**src/rtl/lsr_serial_ctrl.sv**
```systemverilog
// Transmit sequencer: accepts parallel words over valid/ready and shifts them
// out MSB-first through an owned left-shift register, with hold, abort and idle gap.
module lsr_serial_ctrl #(
    parameter int WIDTH      = 4,
    parameter int GAP_CYCLES = 0
) (
    input  logic             clk,
    input  logic             rst,
    input  logic [WIDTH-1:0] in_data,
    input  logic             in_valid,
    output logic             in_ready,
    input  logic             hold,
    input  logic             abort,
    output logic             out_bit,
    output logic             out_valid,
    output logic             busy,
    output logic             done
);

    localparam int CW = (WIDTH > 2) ? $clog2(WIDTH) : 1;
    localparam logic [CW-1:0] BIT_LAST = CW'(WIDTH - 1);
    localparam logic [7:0]    GAP_LAST = (GAP_CYCLES > 0) ? 8'(GAP_CYCLES - 1) : 8'd0;

    typedef enum logic [1:0] {
        IDLE  = 2'd0,
        SHIFT = 2'd1,
        GAP   = 2'd2
    } state_t;

    state_t           state, state_n;
    logic [WIDTH-1:0] shreg, shreg_n;
    logic [CW-1:0]    bit_cnt, bit_cnt_n;
    logic [7:0]       gap_cnt, gap_cnt_n;
    logic             in_ready_n, out_valid_n, busy_n, done_n;

    always_ff @(posedge clk) begin
        if (rst) begin
            state     <= IDLE;
            shreg     <= '0;
            bit_cnt   <= '0;
            gap_cnt   <= '0;
            in_ready  <= 1'b0;
            out_valid <= 1'b0;
            busy      <= 1'b0;
            done      <= 1'b0;
        end else begin
            state     <= state_n;
            shreg     <= shreg_n;
            bit_cnt   <= bit_cnt_n;
            gap_cnt   <= gap_cnt_n;
            in_ready  <= in_ready_n;
            out_valid <= out_valid_n;
            busy      <= busy_n;
            done      <= done_n;
        end
    end

    // The last shift leaves shreg all-zero, so out_bit is 0 in GAP and IDLE.
    assign out_bit = shreg[WIDTH-1];

    always_comb begin
        state_n     = state;
        shreg_n     = shreg;
        bit_cnt_n   = bit_cnt;
        gap_cnt_n   = gap_cnt;
        in_ready_n  = in_ready;
        out_valid_n = out_valid;
        busy_n      = busy;
        done_n      = 1'b0;

        case (state)
            IDLE: begin
                // abort is deliberately ignored here; a handshake still lands.
                if (in_ready && in_valid) begin
                    shreg_n     = in_data;
                    bit_cnt_n   = '0;
                    state_n     = SHIFT;
                    in_ready_n  = 1'b0;
                    out_valid_n = 1'b1;
                    busy_n      = 1'b1;
                end else begin
                    in_ready_n  = 1'b1;
                end
            end

            SHIFT: begin
                if (abort) begin
                    state_n     = IDLE;
                    shreg_n     = '0;
                    bit_cnt_n   = '0;
                    gap_cnt_n   = '0;
                    out_valid_n = 1'b0;
                    busy_n      = 1'b0;
                    in_ready_n  = 1'b1;
                end else if (!hold) begin
                    shreg_n   = {shreg[WIDTH-2:0], 1'b0};
                    bit_cnt_n = bit_cnt + 1'b1;
                    if (bit_cnt == BIT_LAST) begin
                        bit_cnt_n   = '0;
                        out_valid_n = 1'b0;
                        done_n      = 1'b1;
                        if (GAP_CYCLES > 0) begin
                            state_n   = GAP;
                            gap_cnt_n = '0;
                        end else begin
                            state_n    = IDLE;
                            in_ready_n = 1'b1;
                            busy_n     = 1'b0;
                        end
                    end
                end
            end

            GAP: begin
                if (abort) begin
                    state_n     = IDLE;
                    shreg_n     = '0;
                    bit_cnt_n   = '0;
                    gap_cnt_n   = '0;
                    out_valid_n = 1'b0;
                    busy_n      = 1'b0;
                    in_ready_n  = 1'b1;
                end else if (gap_cnt == GAP_LAST) begin
                    state_n    = IDLE;
                    gap_cnt_n  = '0;
                    in_ready_n = 1'b1;
                    busy_n     = 1'b0;
                end else begin
                    gap_cnt_n = gap_cnt + 1'b1;
                end
            end

            default: begin
                state_n = IDLE;
            end
        endcase
    end

endmodule

```
**config.mk**
```make
export PLATFORM = sky130hd
export DESIGN_NAME = lsr_serial_ctrl
export DESIGN_NICKNAME = d
export VERILOG_FILES = /design/src/rtl/lsr_serial_ctrl.sv
export SDC_FILE = /design/constraint.sdc
export NUM_CORES = 1
export LEC_CHECK = 0
export CORE_AREA = 2 2 39 41
export DETAILED_ROUTE_END_ITERATION = 6
export DIE_AREA = 0 0 41 43
export PLACE_DENSITY = 0.7
export SLEW_MARGIN = 10
export SYNTH_ARGS = -nofsm -noshare
export SYNTH_HDL_FRONTEND = slang
export SYNTH_SLANG_ARGS = --single-unit
```
**constraint.sdc**
```tcl
create_clock -name clk -period 1.65 [get_ports clk]
set_input_delay 0.33 -clock clk [delete_from_list [all_inputs] [get_ports clk]]
set_output_delay 0.33 -clock clk [all_outputs]
set_load 0.05 [all_outputs]
```
==> results.md, run 1 <==
- DR WL/cell: approximately 12 µm
- GRT Total Usage: 0.142
- Worst path required time: about 1.8 ns
- Worst-path clk slew: ~0.060 ns
- Port bufs: 13
- Post-layout util: 0.461
- Pins Over Slew Limit: 0
- Final Hold Viols: 0
- Worst-margin pin slew: around 0.36 ns
- Commonest cells post-synth: dfxtp_1, a21oi_1
- Core ar.: between 1000 and 1500 µm²
- Netlist cell types: 22
- Vias: 424
- Area contributors post-synth: dfxtp_1, a2bb2oi_1, a311oi_1
- Drt first pass iters: 4
- Ys async rst share: 0
- Top cell type by total area after synthesis: dfxtp_1
- Dominant synthesized flop cell: dfxtp_1
- Num CTS Buffers: 3
- Die Span Y: between 40 and 50 µm
- Initial cell density of the core: 0.316
- Setup TNS: 0 ns
- Final setup viols: 0
- Buffer depth of the longest clock path: 2
- Routed wire length: about 970 µm
- Fmax: 0.697 GHz
- Final net count: 76
- Layout cells sized above 1: 0.215
- Peak supply drop: between 400 and 500 µV
- Hold-fix buffers, CTS: 0
- DPL Wire Length: around 730 µm
- CP max FO: 2
- Clock Skews: about 0.0029 ns
- Sequential cell area fraction in the yosys report: 0.413
- Postcts setup bufs: 0
- Initial antenna violation count: 0
- Relative slew slack: 0.760
- Die width: roughly 40 µm
- Die area: roughly 1800 µm²
- Final global-route overflow total: 0
- Leak: between 0.0002 and 0.00025 µW
- Skew-Pair Late Insertion Delay: around 0.25 ns
- I/O pin cnt: 14
- Area grow syn2layout: 46.1%
- Top cell type's share of synthesized area: 0.413
- Multi-input logic area: 234 µm²
- MaxCap Viol Count: 0
- Syn Area/Cell: 9.29 µm²
- FP Rows: 14
- Number of synthesized register bits: 9
- Worst setup path class: primary input to flip-flop
- CTS tree: done
- Vias in the first global route: approximately 390
- Drt initial violations: 13
- Detailed-route DRC error count: 0
- Clock net sink count: 9
- First-pass GRT wire length: 1.69 mm
- Status: finished, final reports clean
- Clock root cell: clkbuf_4
- Most common cell in the netlist: dfxtp_1
- Synth Warn #: 0
- Post-CTS sizing: 0
- Fillers: between 100 and 150
- RSZ-0062 raised after global routing: false
- Pin count of the biggest net entering global routing: 11
- Startpoint types: primary input
- Gp weighted congestion: about 0.7
- Post-synthesis cell area: approximately 440 µm²
- Avg Vias per Cell: about 5.2
- Number of flops mapped to enable cells by yosys: 0
- Arr. time, crit path: approximately 1.6 ns
- Post-Syn Instances: between 40 and 50
- Antenna Cells: 0
- H-tree depth: 1
- Power density over the cells: ~830 nW/µm²
- Final min period: 1.43 ns
- Crit share post-route: 0.869
- Register area: 181 µm²
- DRT antenna net count: 0
- Syn nets: 57
- Class of the worst hold path: flip-flop to flip-flop
- Crit end category: flip-flop
-- critical path: stages --
cell and delay (ns):
clkdlybuf4s50_1 0.42, or3b_1 0.39, or3_1 0.33, a21oi_2 0.14
-- cells in the final DEF (no fill, tap or decap), drive strengths merged --
master,instances
a311oi,3
a21o,1
o211ai,3
clkbuf,4
nand4,1
o31ai,1
nand3b,2
or3b,2
clkdlybuf4s50,8
a2bb2oi,3
or3,1
nor2,1
nand2,3
a21oi,6
nor3b,1
ha,1
nand2b,1
dfxtp,9
buf,9
nor2b,3
inv,1
o21ai,1
-- per-stage QoR --
stage / cells / setup slack (ns) / power [µW] / cell area [µm²] / hold slack (ns)
CTS: 81 / 0.228 / 539 / 638 / 0.502
floorplan: 47 / 0.111 / 312 / 438 / 0.465
detailed placement: 77 / -0.0271 / 366 / 612 / 0.489
global route: 81 / 0.168 / 558 / 638 / 0.518
global placement: 77 / -0.00356 / 364 / 612 / 0.482
finish: 81 / 0.216 / 529 / 638 / 0.499
-- flip-flops by register name, indices dropped and copies added (netlist names) --
| register | count |
|---|---|
| bit_cnt | 2 |
| done | 1 |
| in_ready | 1 |
| out_valid | 1 |
| shreg | 4 |
-- cells by family (layout without fill, tap and decap cells) --
group | count (synthesis) | count (layout) | share of synthesized area
and+or+nand+nor | 15 | 15 | 0.212
DFF | 9 | 9 | 0.413
adders and majority gates | 1 | 1 | 0.0286
buffers and inverters | 4 | 22 | 0.0515
AOI/OAI and AO/OA | 18 | 18 | 0.295
-- final cells by class --
type	instances	share of cell area
Clock buffer	4	0.0412
Inverter	1	0.00588
Multi-Input combinational cell	34	0.367
Sequential cell	9	0.284
Tap cell	16	0.0314
Timing Repair Buffer	17	0.271
-- power breakdown --
group,leakage [µW],internal [µW],switching (µW)
clock,0.0000150,93.0,73.9
sequential,0.0000741,230,7.68
combinational,0.000147,58.3,65.2
total,0.000237,382,147
-- worst paths after layout --
| check | end | slack [ns] | startpoint | cells past startpoint |
|---|---|---|---|---|
| worst max register to register | bit_cnt[0] | 0.43 | out_valid | 3 |
| worst min-delay path | shreg[0] | 0.50 | shreg[0] | 2 |
| worst min register to register | shreg[0] | 0.50 | shreg[0] | 2 |
| worst max-delay path | bit_cnt[0] | 0.22 | abort | 4 |
-- metal layers --
metal	vias to the layer above	track usage	part of all wire	wire length (µm)
met5	-	0	0	0
met4	0	0.100	0.0051	5
met3	2	0.0314	0.045	44
met2	9	0.194	0.48	466
met1	198	0.189	0.47	456
li1	215	-	-	-
No activity file was read; power rests on OpenSTA's default activity.
==> inputs of run 2 (changes only) <==
CAP_MARGIN = 25   (was default)
clock period = 1.55 ns   (was 1.65 ns; I/O delays follow)
==> run 2 against run 1 <==
Compared with the run above: cell area is 3.9% higher; clock skew is 0.0030 ns higher; die area stayed put; utilization is 1.8 points higher; critical endpoint unchanged; largest cell class unchanged; largest power group unchanged.
==> results.md, run 2 (same netlist as run 1, synthesis figures left out) <==
- Final min period: around 1.4 ns
- Area after DPL: ~640 µm²
- FP Rows: 14
- RSZ-0062 raised after global routing: false
- Most frequent cells in the layout: dfxtp_1, clkdlybuf4s50_1, a21oi_1, buf_4, buf_12
- GRT Total Usage: 0.137
- Worst setup path class: primary input to flip-flop
- Clock Skews: 0.00596 ns
- Leak: 0.000244 µW
- CP max FO: 2
- Final net count: 76
- WHS: 0.504 ns
- Drt initial violations: 4
- Core ar.: 1380 µm²
- Pins Over Slew Limit: 0
- Num CTS Buffers: 3
- Status: finished, final reports clean
- DPL Wire Length: between 600 and 700 µm
- Placed Cells: 77
- First-pass GRT wire length: between 1.5 and 2 mm
- Clock net sink count: 9
- Clock root cell: clkbuf_4
- Flop2flop setup slack: between 0.3 and 0.4 ns
- Antenna Cells: 0
- Crit end category: flip-flop
- Avg Vias per Cell: approximately 5.1
- Startpoint types: primary input
- Crit share post-route: 0.899
- Peak supply drop: 634 µV
- Worst-path clk slew: around 0.070 ns
- Reg2Reg Depth: 3
- Post-CTS sizing: 0
- Arr. time, crit path: around 1.6 ns
- Biggest regs: shreg x4, bit_cnt x2
- Final Hold Viols: 0
- Drt first pass iters: 3
- Skew-Pair Late Insertion Delay: roughly 0.27 ns
- Port bufs: 13
- Pin count of the biggest net entering global routing: 11
- Worst R2R Start: out_valid
- Final setup viols: 0
- Layout cells sized above 1: 0.215
- Die area: 1760 µm²
- Routed wire length: around 1000 µm
- Buffer depth of the longest clock path: 2
- Detailed-route DRC error count: 0
- Die width: approximately 40 µm
- Initial antenna violation count: 0
- Reg with most FFs: shreg
- Vias: approximately 420
- Worst-margin pin slew: 0.356 ns
- CTS tree: done
- DRT antenna net count: 0
- Postcts setup bufs: 0
- Initial cell density of the core: 0.316
- Gp weighted congestion: about 0.71
- DR WL/cell: 12.1 µm
- Hold-fix buffers, CTS: 0
- MaxCap Viol Count: 0
- Critical Path End: bit_cnt[0]
- H-tree depth: 1
- Class of the worst hold path: flip-flop to flip-flop
- Largest register FFs: 4
- Crit path from: abort
- Finished Cell Area: 663 µm²
- Vias in the first global route: between 300 and 400
- Die Span Y: roughly 43 µm
- Fillers: 136
- Relative slew slack: 0.762
- Post-layout util: 0.479
- Worst R2R End: bit_cnt[0]
- Fmax: about 0.72 GHz
- Power density over the cells: just under 900 nW/µm²
- Final global-route overflow total: 0
- I/O pin cnt: 14
- Worst path required time: about 1.8 ns
- Final Non-Filler Cells: around 80
- Area grow syn2layout: 51.9%
-- run 2: worst min path at each step --
stage	from	endpoint	slack, ns	cells after the start
floorplan	shreg[0]	shreg[0]	0.46	2
global placement	bit_cnt[1]	bit_cnt[1]	0.48	2
detailed placement	shreg[0]	shreg[0]	0.49	2
CTS	bit_cnt[1]	bit_cnt[1]	0.51	2
global route	bit_cnt[1]	bit_cnt[1]	0.51	2
finish	bit_cnt[1]	bit_cnt[1]	0.50	2
-- run 2: report_power, final --
part / total (µW) / switching, µW / internal [µW]
Sequential: 256 / 10.8 / 245
Clock: 190 / 90.3 / 99.6
Combinational: 142 / 68.4 / 73.6
-- run 2: per-stage QoR --
| step | setup slack, ns | TNS (ns) | power, µW |
|---|---|---|---|
| finish | 0.157 | 0 | 588 |
| global route | 0.120 | 0 | 616 |
| CTS | 0.166 | 0 | 597 |
| detailed placement | -0.107 | -0.310 | 403 |
| global placement | -0.0851 | -0.200 | 402 |
| floorplan | 0.0106 | 0 | 332 |
-- run 2: layout make-up --
cell class / count / area [µm²] / area share
multi-input combinational: 34 / 234 / 0.353
timing repair buffer: 17 / 198 / 0.298
sequential: 9 / 181 / 0.274
clock buffer: 4 / 26.3 / 0.0396
tap: 16 / 20.0 / 0.0302
inverter: 1 / 3.75 / 0.00566
-- run 2: worst max-delay path: stages --
cell	delay, ns
clkdlybuf4s50_1	0.42
or3b_1	0.40
or3_1	0.34
a21oi_2	0.13
-- run 2: routing by layer --
metal | wire length, µm | part of all wire | GRT usage
met2 | 417 | 0.42 | 0.181
met5 | 0 | 0 | 0
met1 | 470 | 0.48 | 0.165
met3 | 76 | 0.077 | 0.0785
met4 | 19 | 0.019 | 0.0800
==> patch (config.mk and constraints of run 1) <==
Re-encode `state_t` (3 states) as one-hot, 3 bits wide.
--- a/src/rtl/lsr_serial_ctrl.sv
+++ b/src/rtl/lsr_serial_ctrl.sv
@@ -21,10 +21,10 @@
     localparam logic [CW-1:0] BIT_LAST = CW'(WIDTH - 1);
     localparam logic [7:0]    GAP_LAST = (GAP_CYCLES > 0) ? 8'(GAP_CYCLES - 1) : 8'd0;
 
-    typedef enum logic [1:0] {
-        IDLE  = 2'd0,
-        SHIFT = 2'd1,
-        GAP   = 2'd2
+    typedef enum logic [2:0] {
+        IDLE  = 3'b001,
+        SHIFT = 3'b010,
+        GAP   = 3'b100
     } state_t;
 
     state_t           state, state_n;
Check against the original RTL: no difference found for any inputs over 10 cycles, from zero or initial values and one cycle with rst high; not proved beyond that.
==> patch against run 1 <==
Synthesized cell count up 17%; routed wire length down 3.0%; final cell count up 7.4%; power up 13%; non-clock buffer count down 1; final area up 9.4%; sequential cell count up 2; worst hold slack better by 0.0026 ns; area after synthesis up 21%; worst setup slack better by 0.059 ns; die area unchanged; critical path type unchanged; largest cell class unchanged; largest power group unchanged.
==> patch: results (changes against run 1) <==
Clock Power=0.180 mW (+8%); FF-to-FF Start=bit_cnt[0]; worst clock skew=0.006470 ns (+0.003521 ns); sequential fraction of the synthesis area=0.4171 (+0.004454); DP Wirelength=709.6 µm (-3.0%); most numerous cell types in the synthesized netlist=11 x sky130_fd_sc_hd__dfxtp_1, 7 x sky130_fd_sc_hd__a21oi_1, 5 x sky130_fd_sc_hd__nor2_1; number of instances in the placed design=83 (+7.8%); Compound-Gate Fraction of Synth Area=0.1801 (-0.1150); registers with the highest flip-flop counts=shreg (4), bit_cnt (2), state (2); total internal power=0.4332 mW (+13%); Syn. warnings=0 (unchanged); total met3 wirelength after detailed routing=49 µm (+11%); sequential cell count of the final layout=11 (+2); Post-layout nets=82 (+7.9%); Mapped Cells=55 (+17%); fraction of area in registers=0.3154 (+0.03110); met2 routed wirelength=380 µm (-18%); hold wc startpoint=shreg[2]; global router's overall resource usage=0.1382 (-0.003893); placer congestion estimate=0.7142 (+4.9%); Leak=0.2656 nW (+12%); count of routing violations after the opening detailed-route iteration=4 (-9); clock network area share=0.03763 (-0.003542); post-DR vias/cell=4.897 (-6.5%); post-route design area=698.2 µm² (+9.4%); Repair and plain buffers=16 (-1); met1 Track Usage GR=0.2190 (+0.03003); pin count of the biggest net entering global routing=15 (+4); multi-input gate share of total cell area=0.3943 (+0.02760); fraction of synthesized area in multiplexers=0.03791 (+0.03791); worst hold slack=0.5019 ns (+0.002553 ns); worst reg-to-reg setup slack=0.30 ns (-0.13 ns); Worst-Margin Slew=0.3897 ns (+0.03008 ns); critical path fanouts, max=9 (+7); power consumption=0.5985 mW (+13%); Worst Hold End=shreg[2]; Critical R2R Capture=state[0]; post-synth net total=65 (+14%); minimum setup slack after placement=-0.01633 ns (+0.01081 ns); fraction of layout instances using a drive strength above 1=0.2535 (+0.03814); total via count in the routed design=426 (+0.47%); GR Util met3=0.04712 (+0.01571); outcome=completed; global-route wire length before repair=1607 µm (-4.9%); largest cells by area after synthesis=sky130_fd_sc_hd__dfxtp_1 42%, sky130_fd_sc_hd__a21oi_1 6.6%, sky130_fd_sc_hd__a211oi_1 4.3%; part of the cycle the worst path needs=0.8332 (-0.03574); total detailed-routing wirelength=944 µm (-3.0%); worst reg2reg path depth=5 (+2); share of synthesized cell area in full adder, half adder and majority cells=0.02370 (-0.004957); worst-case vdd ir drop=0.3672 mV (-18%); Seq pwr share=0.491 (+0.040); non-clk buf share=0.2186 (-0.05195); multi-input combinational gate total=39 (+15%); global-route met2 utilization=0.1531 (-0.04062); largest family of logic cells by synthesized area=simple AND/OR/NAND/NOR gates; 1st-pass router iterations=4 (unchanged); placed cell area=671.9 µm² (+9.8%); number of distinct library cell variants in the gate-level netlist after synthesis=27 (+23%); max incr delay on CP=0.55 ns (+0.13 ns)
[patch: cell types whose count changed in the layout (fill, tap and decap cells not counted), moves of 2 or more]
| cell | change |
|---|---|
| sky130_fd_sc_hd__nand3b_1 | -2 |
| sky130_fd_sc_hd__nand3_1 | +2 |
| sky130_fd_sc_hd__nor3b_1 | +2 |
| sky130_fd_sc_hd__a211oi_1 | +3 |
| sky130_fd_sc_hd__mux2i_1 | +2 |
| sky130_fd_sc_hd__dfxtp_1 | +3 |
| sky130_fd_sc_hd__a311oi_1 | -3 |
| sky130_fd_sc_hd__a21oi_1 | +2 |
| sky130_fd_sc_hd__nand2_1 | -2 |
| sky130_fd_sc_hd__nor2_1 | +4 |
| sky130_fd_sc_hd__o211ai_1 | -2 |
| sky130_fd_sc_hd__nor4_1 | +2 |
| sky130_fd_sc_hd__a2bb2oi_1 | -3 |
